**src/rtl/text_injector_pkg.sv**
```systemverilog
// Shared types and constants for the paced ASCII text injector.
// Imported by the injector top and its bench.
package text_injector_pkg;

    typedef enum logic [1:0] {
        NL_PASS   = 2'd0,
        NL_LF2CR  = 2'd1,
        NL_DROPLF = 2'd2
    } nl_mode_t;

    typedef enum logic [1:0] {
        IDLE,
        SEND,
        GAP
    } inj_state_t;

    localparam logic [7:0] ASCII_CR  = 8'h0D;
    localparam logic [7:0] ASCII_LF  = 8'h0A;
    localparam logic [7:0] ASCII_NUL = 8'h00;

    function automatic logic [7:0] to_upper(input logic [7:0] c);
        if (c >= 8'h61 && c <= 8'h7A) begin
            return c - 8'h20;
        end
        return c;
    endfunction

endpackage

```
**src/rtl/text_injector_if.sv**
```systemverilog
// Download stream (HPS ioctl) and character output handshake of the text injector.
// The injector uses the slave view; the host/keyboard side uses master.
interface text_injector_if;
    logic       ioctl_download;
    logic       ioctl_wr;
    logic [7:0] ioctl_dout;
    logic       ioctl_wait;
    logic       char_valid;
    logic [7:0] char_data;
    logic       char_ready;

    modport master (
        output ioctl_download, ioctl_wr, ioctl_dout, char_ready,
        input  ioctl_wait, char_valid, char_data
    );

    modport slave (
        input  ioctl_download, ioctl_wr, ioctl_dout, char_ready,
        output ioctl_wait, char_valid, char_data
    );
endinterface

```
**src/rtl/sync_fifo.sv**
```systemverilog
// Synchronous FIFO on an inferred dual-port RAM with registered read data.
// Full pushes and empty pops are ignored; flush empties it without touching RAM.
module sync_fifo #(
    parameter int unsigned WIDTH = 8,
    parameter int unsigned DEPTH = 256
) (
    input  logic                   clk,
    input  logic                   n_reset,
    input  logic                   flush,
    input  logic                   push,
    input  logic [WIDTH-1:0]       din,
    input  logic                   pop,
    output logic [WIDTH-1:0]       dout,
    output logic [$clog2(DEPTH):0] fill
);
    localparam int unsigned AW = $clog2(DEPTH);
    localparam logic [AW:0] FULL = (AW+1)'(DEPTH);

    logic [WIDTH-1:0] mem [DEPTH];
    logic [AW-1:0]    wr_ptr;
    logic [AW-1:0]    rd_ptr;
    logic [AW:0]      fill_q;
    logic [WIDTH-1:0] dout_q;
    logic             do_push;
    logic             do_pop;

    assign do_push = push & ~flush & (fill_q != FULL);
    assign do_pop  = pop & ~flush & (fill_q != '0);

    always_ff @(posedge clk) begin
        if (do_push) begin
            mem[wr_ptr] <= din;
        end
    end

    always_ff @(posedge clk) begin
        if (!n_reset) begin
            wr_ptr <= '0;
            rd_ptr <= '0;
            fill_q <= '0;
            dout_q <= '0;
        end else if (flush) begin
            wr_ptr <= '0;
            rd_ptr <= '0;
            fill_q <= '0;
        end else begin
            if (do_push) begin
                wr_ptr <= wr_ptr + AW'(1);
            end
            if (do_pop) begin
                rd_ptr <= rd_ptr + AW'(1);
                dout_q <= mem[rd_ptr];
            end
            fill_q <= fill_q + (AW+1)'(do_push) - (AW+1)'(do_pop);
        end
    end

    assign dout = dout_q;
    assign fill = fill_q;

endmodule

```
**src/rtl/text_injector.sv**
```systemverilog
// Paced ASCII text injector: filters the HPS download stream into a FIFO and
// feeds it to the keyboard/ACIA input with per-character and per-line gaps.
module text_injector
    import text_injector_pkg::*;
#(
    parameter int unsigned DEPTH    = 256,
    parameter int unsigned CHAR_GAP = 500000,
    parameter int unsigned LINE_GAP = 5000000
) (
    input  logic                   clk,
    input  logic                   n_reset,
    text_injector_if.slave         io,
    input  logic                   enable,
    input  logic [1:0]             nl_mode,
    input  logic                   case_up,
    output logic                   busy,
    output logic                   overflow,
    output logic [$clog2(DEPTH):0] fill
);
    localparam int unsigned FW = $clog2(DEPTH) + 1;
    localparam int unsigned CW = $clog2(LINE_GAP + 1);
    localparam logic [FW-1:0] FULL = FW'(DEPTH);

    logic          dl_q;
    logic          dl_rise;
    logic [7:0]    byte_f;
    logic          keep;
    logic          push_req;
    logic          push_ok;
    logic          pop;
    logic          fill_full;
    logic [FW-1:0] fill_next;
    logic          overflow_q;
    logic          wait_q;
    logic [7:0]    fifo_dout;
    inj_state_t    state_q, state_d;
    logic [CW-1:0] cnt_q, cnt_d;

    assign dl_rise = io.ioctl_download & ~dl_q;

    // Filter: NUL always dropped, LF handling by nl_mode (3 behaves as pass).
    always_comb begin
        byte_f = io.ioctl_dout;
        keep   = 1'b1;
        if (case_up) begin
            byte_f = to_upper(io.ioctl_dout);
        end
        if (io.ioctl_dout == ASCII_NUL) begin
            keep = 1'b0;
        end else if (io.ioctl_dout == ASCII_LF) begin
            case (nl_mode)
                NL_LF2CR:  byte_f = ASCII_CR;
                NL_DROPLF: keep = 1'b0;
                default:   ;
            endcase
        end
    end

    assign push_req  = io.ioctl_wr & keep;
    assign fill_full = (fill == FULL);
    assign push_ok   = push_req & ~fill_full & ~dl_rise;
    assign fill_next = dl_rise ? '0 : fill + FW'(push_ok) - FW'(pop);

    sync_fifo #(
        .WIDTH (8),
        .DEPTH (DEPTH)
    ) u_fifo (
        .clk     (clk),
        .n_reset (n_reset),
        .flush   (dl_rise),
        .push    (push_req),
        .din     (byte_f),
        .pop     (pop),
        .dout    (fifo_dout),
        .fill    (fill)
    );

    always_ff @(posedge clk) begin
        if (!n_reset) begin
            dl_q       <= 1'b0;
            overflow_q <= 1'b0;
            wait_q     <= 1'b0;
            state_q    <= IDLE;
            cnt_q      <= '0;
        end else begin
            dl_q       <= io.ioctl_download;
            // A new download clears the sticky flag even if this cycle would set it.
            overflow_q <= dl_rise ? 1'b0 : (overflow_q | (push_req & fill_full));
            wait_q     <= (fill_next >= FULL - FW'(1));
            state_q    <= state_d;
            cnt_q      <= cnt_d;
        end
    end

    always_comb begin
        state_d = state_q;
        cnt_d   = cnt_q;
        pop     = 1'b0;
        if (dl_rise) begin
            state_d = IDLE;
            cnt_d   = '0;
        end else begin
            unique case (state_q)
                IDLE: begin
                    if (enable && fill != '0) begin
                        pop     = 1'b1;
                        state_d = SEND;
                    end
                end
                SEND: begin
                    if (io.char_ready) begin
                        state_d = GAP;
                        cnt_d   = (io.char_data == ASCII_CR) ? CW'(LINE_GAP) : CW'(CHAR_GAP);
                    end
                end
                GAP: begin
                    if (cnt_q <= CW'(1)) begin
                        state_d = IDLE;
                        cnt_d   = '0;
                    end else begin
                        cnt_d = cnt_q - CW'(1);
                    end
                end
                default: begin
                    state_d = IDLE;
                    cnt_d   = '0;
                end
            endcase
        end
    end

    // The FIFO read register only changes on a pop, which happens only in IDLE,
    // so it doubles as the char_data holding register.
    assign io.char_data  = fifo_dout;
    assign io.char_valid = (state_q == SEND);
    assign io.ioctl_wait = wait_q;
    assign busy          = (fill != '0) || (state_q != IDLE);
    assign overflow      = overflow_q;

endmodule

```
**src/flat_wrapper.sv**
```systemverilog
// flat-port wrapper written by rule: the top's interface ports become plain ports
module text_injector_flat import text_injector_pkg::*;
#(
    parameter int unsigned DEPTH    = 256,
    parameter int unsigned CHAR_GAP = 500000,
    parameter int unsigned LINE_GAP = 5000000
)
  (clk, n_reset, enable, nl_mode, case_up, busy, overflow, fill, io_ioctl_download, io_ioctl_wr, io_ioctl_dout, io_char_ready, io_ioctl_wait, io_char_valid, io_char_data);
  text_injector_if io_i ();
  input  logic clk;
  input  logic n_reset;
  input  logic enable;
  input  logic [1:0] nl_mode;
  input  logic case_up;
  output logic busy;
  output logic overflow;
  output logic [$clog2(DEPTH):0] fill;
  input wire logic [$bits(io_i.ioctl_download)-1:0] io_ioctl_download;
  input wire logic [$bits(io_i.ioctl_wr)-1:0] io_ioctl_wr;
  input wire logic [$bits(io_i.ioctl_dout)-1:0] io_ioctl_dout;
  input wire logic [$bits(io_i.char_ready)-1:0] io_char_ready;
  output wire logic [$bits(io_i.ioctl_wait)-1:0] io_ioctl_wait;
  output wire logic [$bits(io_i.char_valid)-1:0] io_char_valid;
  output wire logic [$bits(io_i.char_data)-1:0] io_char_data;
  assign io_i.ioctl_download = io_ioctl_download;
  assign io_i.ioctl_wr = io_ioctl_wr;
  assign io_i.ioctl_dout = io_ioctl_dout;
  assign io_i.char_ready = io_char_ready;
  assign io_ioctl_wait = io_i.ioctl_wait;
  assign io_char_valid = io_i.char_valid;
  assign io_char_data = io_i.char_data;
  text_injector #(.DEPTH(DEPTH), .CHAR_GAP(CHAR_GAP), .LINE_GAP(LINE_GAP)) u_core (.clk(clk), .n_reset(n_reset), .io(io_i), .enable(enable), .nl_mode(nl_mode), .case_up(case_up), .busy(busy), .overflow(overflow), .fill(fill));
endmodule
```
**config.mk**
```make
export PLATFORM = sky130hd
export DESIGN_NAME = text_injector_flat
export DESIGN_NICKNAME = d
export VERILOG_FILES = /design/src/rtl/text_injector_pkg.sv /design/src/rtl/text_injector_if.sv /design/src/rtl/sync_fifo.sv /design/src/rtl/text_injector.sv /design/src/flat_wrapper.sv
export SDC_FILE = /design/constraint.sdc
export NUM_CORES = 2
export LEC_CHECK = 0
export ABC_AREA = 1
export BUFFER_PORTS_ARGS = -buffer_cell sky130_fd_sc_hd__buf_2
export CORE_ASPECT_RATIO = 1.4
export CORE_MARGIN = 2
export CORE_UTILIZATION = 55
export CTS_BUF_LIST = sky130_fd_sc_hd__clkbuf_16
export DETAILED_ROUTE_END_ITERATION = 8
export PLACE_DENSITY = 0.71
export SLEW_MARGIN = 20
export SYNTH_ARGS = -nofsm -noshare
export SYNTH_HDL_FRONTEND = slang
export SYNTH_SLANG_ARGS = --single-unit
export TNS_END_PERCENT = 100
```
**constraint.sdc**
```tcl
create_clock -name clk -period 38.9 [get_ports clk]
set_clock_uncertainty 0.05 [all_clocks]
set_input_delay 11.67 -clock clk [delete_from_list [all_inputs] [get_ports clk]]
set_output_delay 11.67 -clock clk [all_outputs]
set_load 0.01 [all_outputs]
```
==> impl_summary.txt <==
----------------------------------------------------
[Timing]
  Sum Neg Setup Slack ... 0 ps
  Final setup violation count ... 0
  Transition at the pin with the smallest max-transition slack ... ~1200 ps
  Highest achievable clock rate ... between 60 and 70 MHz
  Final Cycle Share ... 0.387
  Final hold violation count ... 0
  Final count of pins violating max slew ... 0
  WHS ... 417 ps
  Setup repair after global routing missed its margin ... no
  Final setup slack of the worst path ... 23850 ps
  Headroom to the max-slew limit ... 0.189
  Fin crit period ... ~15000 ps

[Synthesis]
  Dominant cell type by area after synthesis ... sky130_fd_sc_hd__edfxtp_1
  Most used flip-flop cell after synthesis ... sky130_fd_sc_hd__edfxtp_1
  Warnings from Yosys ... 0
  Number of distinct standard cells referenced by the synthesized netlist ... between 40 and 50
  Portion of the post-synthesis area used by sequential elements ... 0.707
  Most common cell in the netlist ... sky130_fd_sc_hd__edfxtp_1
  Number of synthesized register bits ... ~2100
  Number of enable-type register cells in the synthesized netlist ... between 2000 and 2500
  FFs w/ async S/R, synth ... 0
  Gate count of the mapped netlist ... 8134
  Cell types with the highest counts after synthesis ... 2048 x sky130_fd_sc_hd__edfxtp_1, 1886 x sky130_fd_sc_hd__nand2_1, 1447 x sky130_fd_sc_hd__nor2_1, 638 x sky130_fd_sc_hd__o21ai_0, 552 x sky130_fd_sc_hd__nand3_1
  Synthesized netlist net count ... around 8200
  Post-synthesis area per instance ... 10.9 µm²
  Leading cell types by total area after synthesis ... sky130_fd_sc_hd__edfxtp_1 69%, sky130_fd_sc_hd__nand2_1 8.0%, sky130_fd_sc_hd__nor2_1 6.1%
  Synth Cell Area ... roughly 89000 µm²
  Share of the synthesized area in the top cell type ... 0.694

[Place]
  Worst slack after detailed placement ... roughly 23000 ps
  Post-DP HPWL ... approximately 150000 µm
  Number of placed cells counting well taps ... a little under 10000
  Count of buffers from port buffering ... 37
  Placer congestion estimate ... 1.02

[Flow run]
  Maximum capacitance violations ... 0

[Critical path]
  Category of the critical setup timing path ... in2reg
  Critical path's most frequent cell ... sky130_fd_sc_hd__nor2_1
  CP endpoint kind ... flop
  CP max FO ... 86
  Slowest cell on the critical path ... sky130_fd_sc_hd__nand4_1
  CP required ... about 39000 ps
  Crit path DAT ... approximately 15000 ps
  Critical Path Start Type ... input port
  Ordered list of cells on the worst path ... buf_8 -> nor2_1 -> nand3_1 -> nor2_1 -> nand3_1 -> nand3b_1 -> nor2_2 -> nand2_2 -> inv_2 -> nand4_1 -> buf_4 -> nor2_1
  Crit path largest cell delay ... 850 ps

[Power]
  Combinational group share of total power ... 0.137
  Leak Pwr ... around 35 nW
  Internal Dissipation ... 3.77 mW
  Power per Cell Area ... between 50 and 60 nW/µm²
  Switching power as a share of total power ... 0.263
  Net Sw Power ... between 1 and 1.5 mW
  Clock power frac ... 0.372
  Part of the total power dissipated in sequential elements ... 0.491
  Worst supply voltage drop on vdd ... 0.0000486 V

[Route]
  Final wirelength ... around 240000 µm
  Post-route ant nets ... 0
  Count of vias placed by the detailed router ... about 60000
  Post-detailed-route wirelength per cell ... around 24 µm
  Detailed-route vias per instance ... about 6
  Number of violations reported at the end of detailed-routing iteration 0 ... 7113
  Residual DRC count ... 0
  Drt pass-1 iters ... 7

[Clocking]
  Total CTS buffers ... ~180
  Root Buffer ... sky130_fd_sc_hd__clkbuf_16
  PostCTS Resize Cnt ... 0
  Clock Tree Buf Depth ... 3
  Worst-path clk slew ... approximately 70 ps
  Post-CTS Setup Inserts ... 0
  Number of clock sinks seen by CTS ... roughly 2100
  CTS H-Tree Depth ... 4
  Worst-skew pair later-pin latency ... about 860 ps
  CTS hold repair buffers ... 0
  Clock tree from TritonCTS ... yes

[Die]
  Die boundary height ... approximately 480 µm
  Std-Cell Rows ... roughly 170
  Core outline area ... ~160000 µm²
  Number of I/O pins ... 38
  Die outline width ... about 340 µm
  Die area ... around 160000 µm²
  Starting density of the core ... 0.553

[Finish]
  Total number of nets in the final design ... roughly 8000
  Share of final-layout standard cells stronger than drive strength 1 ... 0.0561
  Number of standard cells in the final layout excluding fillers ... around 10000
  Area growth syn-to-layout ... 8.99%

[Global route]
  Total routing usage reported by global routing ... 0.296
  Global-route wire length before repair ... around 360000 µm
  Congestion Overflow GR ... 0
  Largest net degree at the start of global routing ... 230
  Number of global-route vias before repair ... between 50000 and 60000
  Antenna violations before repair ... 5

[Worst hold path]
  Path type of the worst min-delay path ... reg2reg

[Outcome]
  Result of the run ... complete, no violations

----------------------------------------------------
[layer usage]
| layer | up-vias | GRT usage | wire length, µm | share of wire |
|---|---|---|---|---|
| met5 | - | 0 | 21 | 0.000086 |
| met4 | 2 | 0.180 | 16500 | 0.067 |
| met3 | 736 | 0.0467 | 21000 | 0.086 |
| met2 | 3378 | 0.495 | 119000 | 0.49 |
| met1 | 28900 | 0.362 | 88200 | 0.36 |
| li1 | 27300 | - | - | - |
[flip-flops by register name, summed over array words and instances, names as in the netlist]
signal                count
u_core.u_fifo.fill        9
u_core.u_fifo.rd_ptr      8
u_core.overflow           1
u_core.io.ioctl_wait      1
u_core.state_q            2
u_core.u_fifo.mem      2048
u_core.cnt_q             23
u_core.dl_q               1
u_core.u_fifo.wr_ptr      8
u_core.u_fifo.dout        8
[worst max-delay path: cells and delay by family]
kind	cells	cell delay [ps]
buf+inv	3	1430
simple gates	9	2310
[metrics by stage]
stage          power (mW)   util  cell area [µm²]
2_1_floorplan        3.04      -            88700
3_3_place_gp         3.24  0.563            90300
4_1_cts              5.12  0.602            96600
5_1_grt              5.28  0.602            96600
3_5_place_dp         3.25  0.563            90300
6_report             5.12  0.602            96600
[cell usage in the layout (no fill, tap or decap), types with 4 or more instances in the layout]
cell type,instances
sky130_fd_sc_hd__buf_4,87
sky130_fd_sc_hd__nand2_1,1882
sky130_fd_sc_hd__and3_1,4
sky130_fd_sc_hd__diode_2,4
sky130_fd_sc_hd__o21a_1,6
sky130_fd_sc_hd__inv_1,538
sky130_fd_sc_hd__bufinv_16,31
sky130_fd_sc_hd__inv_6,8
sky130_fd_sc_hd__nor3_1,16
sky130_fd_sc_hd__clkinv_2,33
sky130_fd_sc_hd__clkinvlp_4,14
sky130_fd_sc_hd__o22ai_1,8
sky130_fd_sc_hd__o211ai_1,137
sky130_fd_sc_hd__nor4_1,6
sky130_fd_sc_hd__a21oi_1,134
sky130_fd_sc_hd__xor2_1,16
sky130_fd_sc_hd__dfxtp_1,58
sky130_fd_sc_hd__o21ai_0,638
sky130_fd_sc_hd__nor2_1,1443
sky130_fd_sc_hd__o21ai_1,79
sky130_fd_sc_hd__clkinv_1,37
sky130_fd_sc_hd__nand4_1,9
sky130_fd_sc_hd__ha_1,26
sky130_fd_sc_hd__buf_12,6
sky130_fd_sc_hd__clkbuf_16,189
sky130_fd_sc_hd__clkinv_8,4
sky130_fd_sc_hd__xnor2_1,8
sky130_fd_sc_hd__a31oi_1,20
sky130_fd_sc_hd__buf_2,35
sky130_fd_sc_hd__nand3_2,6
sky130_fd_sc_hd__nand3_1,549
sky130_fd_sc_hd__edfxtp_1,2048
sky130_fd_sc_hd__nand4_2,4
[power by group through the flow]
stage | clock, mW | combinational (mW) | sequential, mW
floorplan | 0 | 0.463 | 2.57
global placement | 0 | 0.680 | 2.56
detailed placement | 0 | 0.683 | 2.57
CTS | 1.91 | 0.687 | 2.52
global route | 2.00 | 0.763 | 2.52
finish | 1.91 | 0.700 | 2.52
[layout make-up]
| type | instances | area [µm²] |
|---|---|---|
| Fill cell | 12500 | 63800 |
| Sequential cell | 2109 | 62700 |
| Multi-Input combinational cell | 5026 | 21900 |
| Clock buffer | 189 | 4730 |
| Tap cell | 2112 | 2640 |
| Inverter | 523 | 1990 |
| Clock inverter | 153 | 1590 |
| Timing Repair Buffer | 132 | 1020 |
| Antenna cell | 4 | 10.0 |
[cells by family (layout without fill, tap and decap cells)]
logic type      count (synthesis)  in the layout  synth area share
flops                        2109           2109             0.707
buf+inv                       999            997            0.0464
compound gates               1030           1030            0.0628
fa+ha+maj                      28             28           0.00412
simple gates                 3944           3944             0.177
other cells                     0              4                 0
xor+xnor                       24             24           0.00237
[path summary, 6_finish.rpt]
kind                           start                  endpoint  slack [ps]  cells past startpoint
max                 io_ioctl_dout[4]  u_core.u_fifo.mem[41][6]       23850                     12
min reg2reg          u_core.overflow           u_core.overflow         420                      1
max reg2reg  u_core.u_fifo.rd_ptr[0]     u_core.u_fifo.dout[0]       33700                     15
min                  u_core.overflow           u_core.overflow         420                      1
No activity file was read; power rests on OpenSTA's default activity.
